==> config.mk <==
export PLATFORM = sky130hd
export DESIGN_NAME = hc595_chain_tx
export DESIGN_NICKNAME = d
export VERILOG_FILES = /design/src/rtl/hc595_pkg.sv /design/src/rtl/hc595_phase_gen.sv /design/src/rtl/hc595_chain_tx.sv
export SDC_FILE = /design/constraint.sdc
export NUM_CORES = 1
export LEC_CHECK = 0
export CORE_ASPECT_RATIO = 0.75
export CORE_MARGIN = 2
export CORE_UTILIZATION = 30
export DETAILED_ROUTE_END_ITERATION = 16
export GPL_ROUTABILITY_DRIVEN = 0
export PLACE_DENSITY = 0.57
export SYNTH_ARGS = -nofsm -noshare
export SYNTH_HDL_FRONTEND = slang
export SYNTH_SLANG_ARGS = --single-unit
==> constraint.sdc <==
create_clock -name clk -period 1.7 [get_ports clk]
set_input_delay 0.34 -clock clk [delete_from_list [all_inputs] [get_ports clk]]
set_output_delay 0.34 -clock clk [all_outputs]
set_load 0.01 [all_outputs]
==> src/rtl/hc595_pkg.sv <==
// Shared types and width helpers for the 74HC595 chain driver family.
package hc595_pkg;

  typedef enum logic [1:0] {
    IDLE  = 2'd0,
    SHIFT = 2'd1,
    LATCH = 2'd2
  } state_e;

  // Counter width that holds 0..n with headroom, so no wrap occurs inside a frame.
  function automatic int cnt_w(input int n);
    return $clog2(n) + 1;
  endfunction

endpackage

==> src/rtl/hc595_phase_gen.sv <==
// Half-period tick generator: phase_end every DIV running cycles, level toggles on each tick.
module hc595_phase_gen
  import hc595_pkg::*;
#(
  parameter int DIV = 2
) (
  input  logic clk,
  input  logic rst,
  input  logic run,
  input  logic clear,
  output logic phase_end,
  output logic level
);

  localparam int PW = cnt_w(DIV);
  localparam logic [PW-1:0] LAST = PW'(DIV - 1);

  logic [PW-1:0] cnt;

  assign phase_end = run && (cnt == LAST);

  // clear wins over run so a new frame or an exit always restarts from a low phase
  always_ff @(posedge clk) begin
    if (rst || clear) begin
      cnt   <= '0;
      level <= 1'b0;
    end else if (run) begin
      if (phase_end) begin
        cnt   <= '0;
        level <= ~level;
      end else begin
        cnt <= cnt + 1'b1;
      end
    end
  end

endmodule

==> src/rtl/hc595_chain_tx.sv <==
// Multi-chain 74HC595 frame shifter: one frame per handshake, shared shcp/stcp, per-chain ds.
module hc595_chain_tx
  import hc595_pkg::*;
#(
  parameter int CHAINS    = 6,
  parameter int BITS      = 8,
  parameter int DIV       = 2,
  parameter bit LSB_FIRST = 1'b0
) (
  input  logic                     clk,
  input  logic                     rst,
  input  logic [CHAINS*BITS-1:0]   frame_data,
  input  logic                     frame_valid,
  output logic                     frame_ready,
  output logic                     shcp,
  output logic                     stcp,
  output logic [CHAINS-1:0]        ds,
  output logic                     busy,
  output logic                     done
);

  localparam int BW = cnt_w(BITS);
  localparam logic [BW-1:0] LAST_BIT = BW'(BITS - 1);

  state_e state_q, state_n;

  logic [CHAINS*BITS-1:0] shadow_q, shadow_sh;
  logic [CHAINS-1:0]      head_in, head_sh;
  logic [BW-1:0]          bit_q;
  logic                   phase_end, run, clear, accept, bit_adv, last_bit;
  logic                   stcp_d, busy_d, done_d, ready_d;

  assign run      = (state_q != IDLE);
  assign accept   = (state_q == IDLE) && frame_valid && frame_ready;
  assign bit_adv  = (state_q == SHIFT) && phase_end && shcp;
  assign last_bit = (bit_q == LAST_BIT);
  assign clear    = accept || ((state_q == LATCH) && phase_end);

  hc595_phase_gen #(.DIV(DIV)) u_phase (
    .clk       (clk),
    .rst       (rst),
    .run       (run),
    .clear     (clear),
    .phase_end (phase_end),
    .level     (shcp)
  );

  // Shadow slices shift toward the output end, so ds always reads a fixed bit position.
  for (genvar c = 0; c < CHAINS; c++) begin : g_ch
    logic [BITS-1:0] s;
    assign s = shadow_q[c*BITS +: BITS];
    if (BITS == 1) begin : g_one
      assign shadow_sh[c*BITS +: BITS] = '0;
    end else if (LSB_FIRST) begin : g_lsb
      assign shadow_sh[c*BITS +: BITS] = {1'b0, s[BITS-1:1]};
    end else begin : g_msb
      assign shadow_sh[c*BITS +: BITS] = {s[BITS-2:0], 1'b0};
    end
    if (LSB_FIRST) begin : g_hl
      assign head_in[c] = frame_data[c*BITS];
      assign head_sh[c] = shadow_sh[c*BITS];
    end else begin : g_hm
      assign head_in[c] = frame_data[c*BITS + BITS - 1];
      assign head_sh[c] = shadow_sh[c*BITS + BITS - 1];
    end
  end

  always_ff @(posedge clk) begin
    if (rst) state_q <= IDLE;
    else     state_q <= state_n;
  end

  always_comb begin
    state_n = state_q;
    case (state_q)
      IDLE:    if (accept) state_n = SHIFT;
      SHIFT:   if (bit_adv && last_bit) state_n = LATCH;
      LATCH:   if (phase_end) state_n = IDLE;
      default: state_n = IDLE;
    endcase
  end

  // Outputs decoded from the next state and registered, keeping every pin glitch-free.
  always_comb begin
    stcp_d  = (state_n == LATCH);
    busy_d  = (state_n != IDLE);
    done_d  = (state_q == LATCH) && (state_n == IDLE);
    ready_d = (state_n == IDLE);
  end

  always_ff @(posedge clk) begin
    if (rst) begin
      stcp        <= 1'b0;
      busy        <= 1'b0;
      done        <= 1'b0;
      frame_ready <= 1'b0;
    end else begin
      stcp        <= stcp_d;
      busy        <= busy_d;
      done        <= done_d;
      frame_ready <= ready_d;
    end
  end

  always_ff @(posedge clk) begin
    if (rst) begin
      shadow_q <= '0;
      bit_q    <= '0;
      ds       <= '0;
    end else if (accept) begin
      shadow_q <= frame_data;
      bit_q    <= '0;
      ds       <= head_in;
    end else if (bit_adv && !last_bit) begin
      shadow_q <= shadow_sh;
      bit_q    <= bit_q + 1'b1;
      ds       <= head_sh;
    end
  end

endmodule

# After elaboration in Yosys (flattened, before gate mapping)
# Index checks and enable logic that the tools add are counted.
# Widths: inputs -> output; s select.
# op_classes
n_reduce_logical	19
bitwise_logic	1
n_eq_ne	5
addsub	2
n_mux	9
# op_table
operator	count
$mux 47	2
$mux 6	2
$logic_and 1x1->1	9
$mux 2	4
$pmux 2 s3	1
$reduce_bool 2->1	3
$add 4x1->4 const B	1
$eq 2x1->1 const B	2
$eq 2x2->1 const B	2
$eq 4x3->1 const B	1
$logic_not 2->1	2
$add 2x1->2 const B	1
$logic_or 1x1->1	2
$reduce_and 2->1	1
$reduce_or 2->1	1
$logic_not 1->1	1
$not 1->1	1
# totals
out_inout_bits	11
input_bits	51
ff_bits	66

# Logic depth before layout (Yosys ltp)
# Gate-level depths: netlist of run 1.
# depth
word_depth	9
ltp_mapped	7
mapped_depth_nobuf	5

# Hierarchy
# Synthesis of run 1 repeated with hierarchy kept, for this count alone.
# unflattened
hier_cells	298
hier_area_um2	2736.4
# by_module_without_submodules
mod	cells_each	seq_area_each_um2	n_inst	area_per_inst_um2
hc595_chain_tx	287	1161.1	1	2608.8
hc595_phase_gen	11	60.1	1	127.6

# Least setup slack after synthesis of run 1
# OpenSTA, ideal clock, no wires.
# synth_timing
path_type	register -> register
start	reg bit_q[0]
end	reg shadow_q[28]
synth_period_minus_slack_ns	1.479
setup_ns	0.146
slack_ns	0.221
path_stages_with_launch	8
t_arrival_ns	1.333
required_ns	1.554
path_buffers	2
path_cell_list	dfxtp_1 ha_1 nand3b_1 and4_4 buf_12 buf_8 a21oi_1 a211oi_2
# synth_between
elab_chain_cells	4
# synth_rtl
item	line	source
start: declaration	hc595_chain_tx.sv:29	logic [BW-1:0] bit_q;
start signal: assignment	hc595_chain_tx.sv:116	bit_q <= bit_q + 1'b1;
$eq 4x3->1	hc595_chain_tx.sv:36	assign last_bit = (bit_q == LAST_BIT);
$logic_not 1->1	hc595_chain_tx.sv:114	end else if (bit_adv && !last_bit) begin
$logic_and 1x1->1	hc595_chain_tx.sv:114	
$reduce_bool 2->1 (no line)	--	
end signal: assignment	hc595_chain_tx.sv:111	shadow_q <= frame_data;
end signal: assignment	hc595_chain_tx.sv:115	shadow_q <= shadow_sh;
end: declaration	hc595_chain_tx.sv:27	logic [CHAINS*BITS-1:0] shadow_q, shadow_sh;
# Every way passes these cells.
# A chain may end at the register's enable or synchronous reset.

# Worst setup path in the final report of run 1
# layout_timing
start	reg u_phase.level
end	out shcp
# layout_lines
item	line	source
start: declaration	hc595_phase_gen.sv:12	output logic level
start signal: assignment	hc595_phase_gen.sv:30	level <= ~level;
end: declaration	hc595_chain_tx.sv:15	output logic shcp,
# No word-level cell between the ends.

==> results of run 1 <==
==> path summary, 6_finish.rpt <==
path                                            startpoint                   endpoint  slack (ns)
worst max register to register       bit_q[0]$_SDFFE_PP0P_  shadow_q[37]$_SDFFE_PP0P_        0.11
worst max-delay path            u_phase.level$_SDFFE_PP0P_                       shcp         0.1
worst min register to register    shadow_q[2]$_SDFFE_PP0P_   shadow_q[2]$_SDFFE_PP0P_        0.46
worst min-delay path                                   rst      state_q[0]$_SDFF_PP0_        0.31
==> per-stage QoR <==
stage / instance area [um^2] / TNS [ns] / setup slack, ns
after global placement: 3600 / -1.40 / -0.0616
final: 3950 / 0 / 0.0976
after detailed placement: 3600 / -2.35 / -0.0873
after global routing: 3950 / -0.00696 / -0.00696
after floorplan: 2870 / 0 / 0.221
after CTS: 3930 / 0 / 0.0102
==> placed cells by master (no fill, tap or decap), types with 2 or more instances in the layout <==
cell type / count
dfxtp_1: 60
and2b_1: 2
bufinv_16: 2
and3_1: 2
buf_12: 6
clkbuf_8: 2
a21oi_1: 38
clkdlybuf4s50_1: 60
a21oi_2: 14
nor2_1: 48
buf_4: 11
nand2_1: 52
o21ai_0: 3
nand3_1: 9
clkbuf_16: 9
clkinv_2: 2
a211oi_1: 4
a211oi_2: 38
==> power groups by stage <==
stage | Sequential, uW | Combinational (uW) | Clock, uW
final | 1580 | 534 | 1980
after global routing | 1590 | 585 | 2080
after CTS | 1580 | 540 | 2020
after detailed placement | 1610 | 536 | 0
after global placement | 1610 | 529 | 0
after floorplan | 1600 | 320 | 0
==> layer usage <==
layer | global-route usage, % | wire (um) | share of wire [%]
met5 | 0 | 0 | 0
met4 | 5.45 | 120 | 1.7
met3 | 3.97 | 316 | 4.6
met2 | 20.7 | 2920 | 42
met1 | 19.7 | 3530 | 51
==> cell type report <==
type | instances | area [um^2]
clock buffer | 12 | 256
tap | 128 | 160
sequential | 61 | 1220
fill | 926 | 5250
inverter | 1 | 3.75
timing repair buffer | 78 | 808
clock inverter | 4 | 70.1
multi-input combinational | 227 | 1430
==> what timing repair did <==
| item | in CTS | in global routing |
|---|---|---|
| setup endpoints to repair | 0 | 14 |
| setup buffers | 0 | 2 |
| gates resized for setup | 0 | 2 |
==> state kept, by name, indices dropped and copies added, names as in the netlist <==
| signal | count |
|---|---|
| shadow_q | 42 |
| ds | 6 |
| u_phase.level | 1 |
| bit_q | 4 |
| u_phase.cnt | 2 |
| busy | 1 |
| done | 1 |
| stcp | 1 |
| frame_ready | 1 |
| state_q | 2 |
==> cell families (layout without fill, tap and decap cells) <==
family | count (synthesis) | count (layout) | share of synthesized area (%)
adder cells (fa/ha/maj) | 1 | 1 | 0.435
flip-flops | 61 | 61 | 42.5
AND/OR/NAND/NOR | 124 | 124 | 18.7
XOR/XNOR | 1 | 1 | 0.305
AO/OA/AOI/OAI | 101 | 101 | 30.0
buffers and inverters | 34 | 95 | 8.05
==> results.py, run 1 <==
metrics = {
    "run_status": {
        "outcome": "complete, no violations",
    },
    "cts": {
        "cts_buffer_depth": 2,
        "holdBufCountCts": 0,
        "numCtsBuffers": 9,
        "htreeDepth": 3,
        "cts_tree": "built",
        "clk_latency_ns": 0.32,
        "clock_sinks": 61,
        "clk_pin_slew_ns": 0.05,
        "root_buffer": "clkbuf_16",
    },
    "sta": {
        "tightestPinTransition_ns": 0.474,
        "slew_headroom_pct": 68.4,
        "timing.fmax_mhz": 624,
        "finalCritPeriodShare_pct": 94.3,
        "setup_viol_count_final": 0,
        "hold_viol": 0,
        "slew_violations": 0,
        "finClkSkew_ns": 0.00554,
        "rsz0062_at_grt": "true",
        "whs_ns": 0.309,
        "min_period_ns": 1.60,
    },
    "yosys": {
        "yosys_warnings": 0,
        "yosysMostFrequentCell": "dfxtp_1",
        "synthArstFlopShare_pct": 0,
        "syn_nets": 374,
        "synth-seq-cells": 61,
        "synth_top_area_share_pct": 42.5,
        "synth_edf_count": 0,
        "syn_area_mm2": 0.00287,
        "synth_common_cells": "dfxtp_1, nand2_1, nor2_1, a21oi_1, a211oi_2",
        "synthCells": 322,
        "yosysTopAreaCell": "dfxtp_1",
        "syn_avg_cell_area_um2": 8.93,
        "synth_flop_cell": "dfxtp_1",
        "synthTopCellsByArea": "dfxtp_1, a211oi_2, a21oi_1, nand2_1, nor2_1",
        "ys_seq_area_share_pct": 42.5,
        "yosys.cell_types.count": 36,
    },
    "setup_path": {
        "path_buf_inv": 1,
        "worstSetupEndpointType": "primary output",
        "critPathArrivalTime_ns": 1.26,
        "critPathSlowestCell": "clkdlybuf4s50_1",
        "worst_r2r_path_depth": 6,
        "critPathMaxStageDelay_ns": 0.56,
        "crit_chain": "clkdlybuf4s50_1",
        "required_ns": 1.36,
        "critical_path.max_fanout": 7,
        "path_class": "flip-flop to primary output",
        "path_delay_family": "buffers and inverters",
        "startpoint_type": "flip-flop",
        "cp.depth": 1,
    },
    "pwr": {
        "switching_power_uw": 927,
        "p_int_uw": 3170,
        "power_density_mw_per_mm2": 1040,
        "irDropWorstVdd_v": 0.000536,
        "pwr-share-comb_pct": 13.0,
        "seqPwrFrac_pct": 38.7,
        "total_power_uw": 4100,
        "swShare_pct": 22.6,
        "clock_power_share_pct": 48.3,
        "power_leakage_uw": 0.00139,
    },
    "global_routing": {
        "grtUsageTotal_pct": 14.1,
        "overflow": 0,
        "antenna_found_initial": 0,
        "grt_first_pass_wirelength_um": 11300,
        "grt_pass1_vias": 2282,
        "grt_max_degree": 41,
    },
    "detailed_routing": {
        "drc_errors": 0,
        "wl_per_cell_um": 13.5,
        "firstDrtPassIters": 4,
        "wl_um": 6890,
        "drt_iter0_drc": 200,
        "ant_nets": 0,
        "vias": 2385,
        "vias_per_cell": 4.67,
    },
    "cells_and_area": {
        "fin_util_pct": 42.9,
        "diodes": 0,
        "instances_no_fill": 511,
        "nNetsFinal": 430,
        "drive_gt1_share_pct": 23.8,
        "area_growth_pct": 37.3,
    },
    "placed_design": {
        "dp_cells": 493,
        "io_buffers": 61,
        "dpl.hpwl_um": 4620,
    },
    "floorplanning": {
        "io_pins": 62,
        "initial_utilization_pct": 31.3,
        "die_area_mm2": 0.0104,
        "die_w_um": 117,
        "coreArea_mm2": 0.00920,
        "die_h_um": 88.8,
        "row_count": 30,
    },
    "min_path": {
        "hold_depth": 2,
        "hold_class": "primary input to flip-flop",
    },
    "run": {
        "cap_violations": 0,
    },
}
Power figures use the tool's default switching activity.
==> run 2, diff against run 1 <==
--- a/config.mk
+++ b/config.mk
@@ -7,10 +7,11 @@
 export LEC_CHECK = 0
 export CORE_ASPECT_RATIO = 0.75
 export CORE_MARGIN = 2
-export CORE_UTILIZATION = 30
+export CORE_UTILIZATION = 50
+export CTS_CLUSTER_DIAMETER = 200
 export DETAILED_ROUTE_END_ITERATION = 16
 export GPL_ROUTABILITY_DRIVEN = 0
-export PLACE_DENSITY = 0.57
+export PLACE_DENSITY = 0.84
 export SYNTH_ARGS = -nofsm -noshare
 export SYNTH_HDL_FRONTEND = slang
 export SYNTH_SLANG_ARGS = --single-unit
==> constraint.sdc (replaced) <==
create_clock -name clk -period 1.7 [get_ports clk]
set_input_delay 0.51 -clock clk [delete_from_list [all_inputs] [get_ports clk]]
set_output_delay 0.51 -clock clk [all_outputs]
set_load 0.01 [all_outputs]
==> run 2 against run 1 <==
Compared with the run above:
- via count grew 5.5%
- register-to-register slack lost 0.07 ns
- first-iteration DRC count grew 15%
- total power shrank 21%
- setup slack lost 0.064 ns
- critical path type unchanged
- largest cell class unchanged
==> results.py, run 2 (same netlist as run 1, synthesis figures left out) <==
metrics = {
    "placed_design": {
        "dpl-instance-area_mm2": 0.00354,
        "dpl.hpwl_um": 4330,
        "io_buffers": 61,
        "dp_cells": 438,
    },
    "cells_and_area": {
        "area_growth_pct": 31.4,
        "fill_cells": 413,
        "reg_top3": "shadow_q x42, ds x6, bit_q x4",
        "largest_register_ffs": 42,
        "diodes": 0,
        "drive_gt1_share_pct": 23.6,
        "nNetsFinal": 431,
        "instances_no_fill": 457,
        "multi_input_comb_area_mm2": 0.00142,
        "largest-register": "shadow_q",
        "mostFrequentLayoutCell": "dfxtp_1",
        "stdcell_area_mm2": 0.00378,
        "final_cell_mix": "dfxtp_1, nand2_1, clkdlybuf4s50_1",
        "fin_util_pct": 69.4,
        "seqCellArea_mm2": 0.00122,
    },
    "cts": {
        "cts_buffer_depth": 2,
        "root_buffer": "clkbuf_8",
        "clk_latency_ns": 0.33,
        "numCtsBuffers": 9,
        "htreeDepth": 3,
        "cts_tree": "built",
        "clk_pin_slew_ns": 0.06,
        "clock_sinks": 61,
    },
    "setup_path": {
        "critPathSlowestCell": "clkdlybuf4s50_1",
        "critPathMaxStageDelay_ns": 0.52,
        "path_class": "flip-flop to primary output",
        "critical_path.max_fanout": 1,
        "required_ns": 1.19,
        "rrSetupSlack_ns": 0.04,
        "timing.rr.end": "bit_q[3]$_SDFFE_PP0P_",
        "crit_chain": "clkdlybuf4s50_1",
        "critPathArrivalTime_ns": 1.16,
        "path_delay_family": "buffers and inverters",
        "worstSetupEndpointType": "primary output",
        "r2r-start": "bit_q[0]$_SDFFE_PP0P_",
        "startpoint_type": "flip-flop",
        "worst_r2r_path_depth": 6,
        "path_buf_inv": 1,
    },
    "global_routing": {
        "overflow": 0,
        "grtUsageTotal_pct": 21.3,
        "grt_max_degree": 50,
        "antenna_found_initial": 0,
        "grt_first_pass_wirelength_um": 10900,
        "grt_pass1_vias": 2362,
    },
    "sta": {
        "min_period_ns": 1.67,
        "tightestPinTransition_ns": 0.307,
        "timing.fmax_mhz": 600,
        "whs_ns": 0.467,
        "hold_viol": 0,
        "finClkSkew_ns": 0.00702,
        "slew_violations": 0,
        "slew_headroom_pct": 79.5,
        "finalCritPeriodShare_pct": 98.0,
        "setup_viol_count_final": 0,
    },
    "detailed_routing": {
        "ant_nets": 0,
        "wl_per_cell_um": 15.3,
        "drt_iter0_drc": 230,
        "vias_per_cell": 5.51,
        "drc_errors": 0,
        "wl_um": 6980,
        "firstDrtPassIters": 4,
        "vias": 2517,
    },
    "min_path": {
        "min_from": "shadow_q[24]$_SDFFE_PP0P_",
        "hold_depth": 2,
        "whs_endpoint": "shadow_q[24]$_SDFFE_PP0P_",
        "hold_class": "flip-flop to flip-flop",
    },
    "pwr": {
        "swShare_pct": 25.8,
        "clock_power_share_pct": 34.4,
        "p_int_uw": 2390,
        "irDropWorstVdd_v": 0.000503,
        "power_leakage_uw": 0.00140,
        "power_density_mw_per_mm2": 854,
        "pwr-share-comb_pct": 16.5,
        "total_power_uw": 3220,
        "switching_power_uw": 830,
        "seqPwrFrac_pct": 49.1,
    },
    "floorplanning": {
        "die_w_um": 91.5,
        "die_h_um": 69.7,
        "coreArea_mm2": 0.00544,
        "die_area_mm2": 0.00638,
        "initial_utilization_pct": 52.8,
        "row_count": 23,
        "io_pins": 62,
    },
    "run": {
        "cap_violations": 0,
    },
    "run_status": {
        "outcome": "complete, no violations",
    },
}
run 2: layout make-up:
class / count / area share (%)
Timing Repair Buffer: 79 / 23.0
Tap cell: 75 / 2.49
Multi-Input combinational cell: 227 / 37.7
Sequential cell: 61 / 32.4
Inverter: 1 / 0.0994
Clock inverter: 2 / 0.265
Clock buffer: 12 / 4.11
run 2: power groups by stage:
stage	sequential, uW	combinational [uW]	clock, uW
floorplan	1600	320	0
global placement	1610	525	0
detailed placement	1610	537	0
CTS	1580	532	1130
global route	1590	578	1200
finish	1580	531	1110
run 2: what timing repair did:
action,CTS,global route
resized for setup,9,3
endpoints found under the setup margin,9,37
hold buffers,0,0
buffers inserted,0,3
pin swaps,0,2
cloned,0,2
run 2: metal layers:
layer | up-vias | track usage (%) | share of wire, %
li1 | 1230 | - | -
met1 | 1199 | 27.8 | 45
met2 | 80 | 34.2 | 47
met3 | 8 | 6.96 | 7.1
met4 | 0 | 5.56 | 1.0
met5 | - | 0 | 0
run 2: how the worst max path moves through the flow:
stage,start,endpoint,slack [ns],depth (start not counted)
2_1_floorplan,bit_q[0]$_SDFFE_PP0P_,shadow_q[28]$_SDFFE_PP0P_,0.22,7
3_3_place_gp,frame_valid,shadow_q[42]$_SDFFE_PP0P_,-0.21,6
3_5_place_dp,frame_valid,shadow_q[36]$_SDFFE_PP0P_,-0.24,7
4_1_cts,stcp$_SDFF_PP0_,stcp,0.01,1
5_1_grt,bit_q[0]$_SDFFE_PP0P_,bit_q[3]$_SDFFE_PP0P_,-0.02,6
6_report,busy$_SDFF_PP0_,busy,0.03,1
run 2: metrics by stage:
step | setup TNS (ns) | setup slack (ns)
4_1_cts | 0 | 0.0103
2_1_floorplan | 0 | 0.221
3_3_place_gp | -9.91 | -0.207
6_report | 0 | 0.0340
5_1_grt | -0.0301 | -0.0249
3_5_place_dp | -10.53 | -0.237
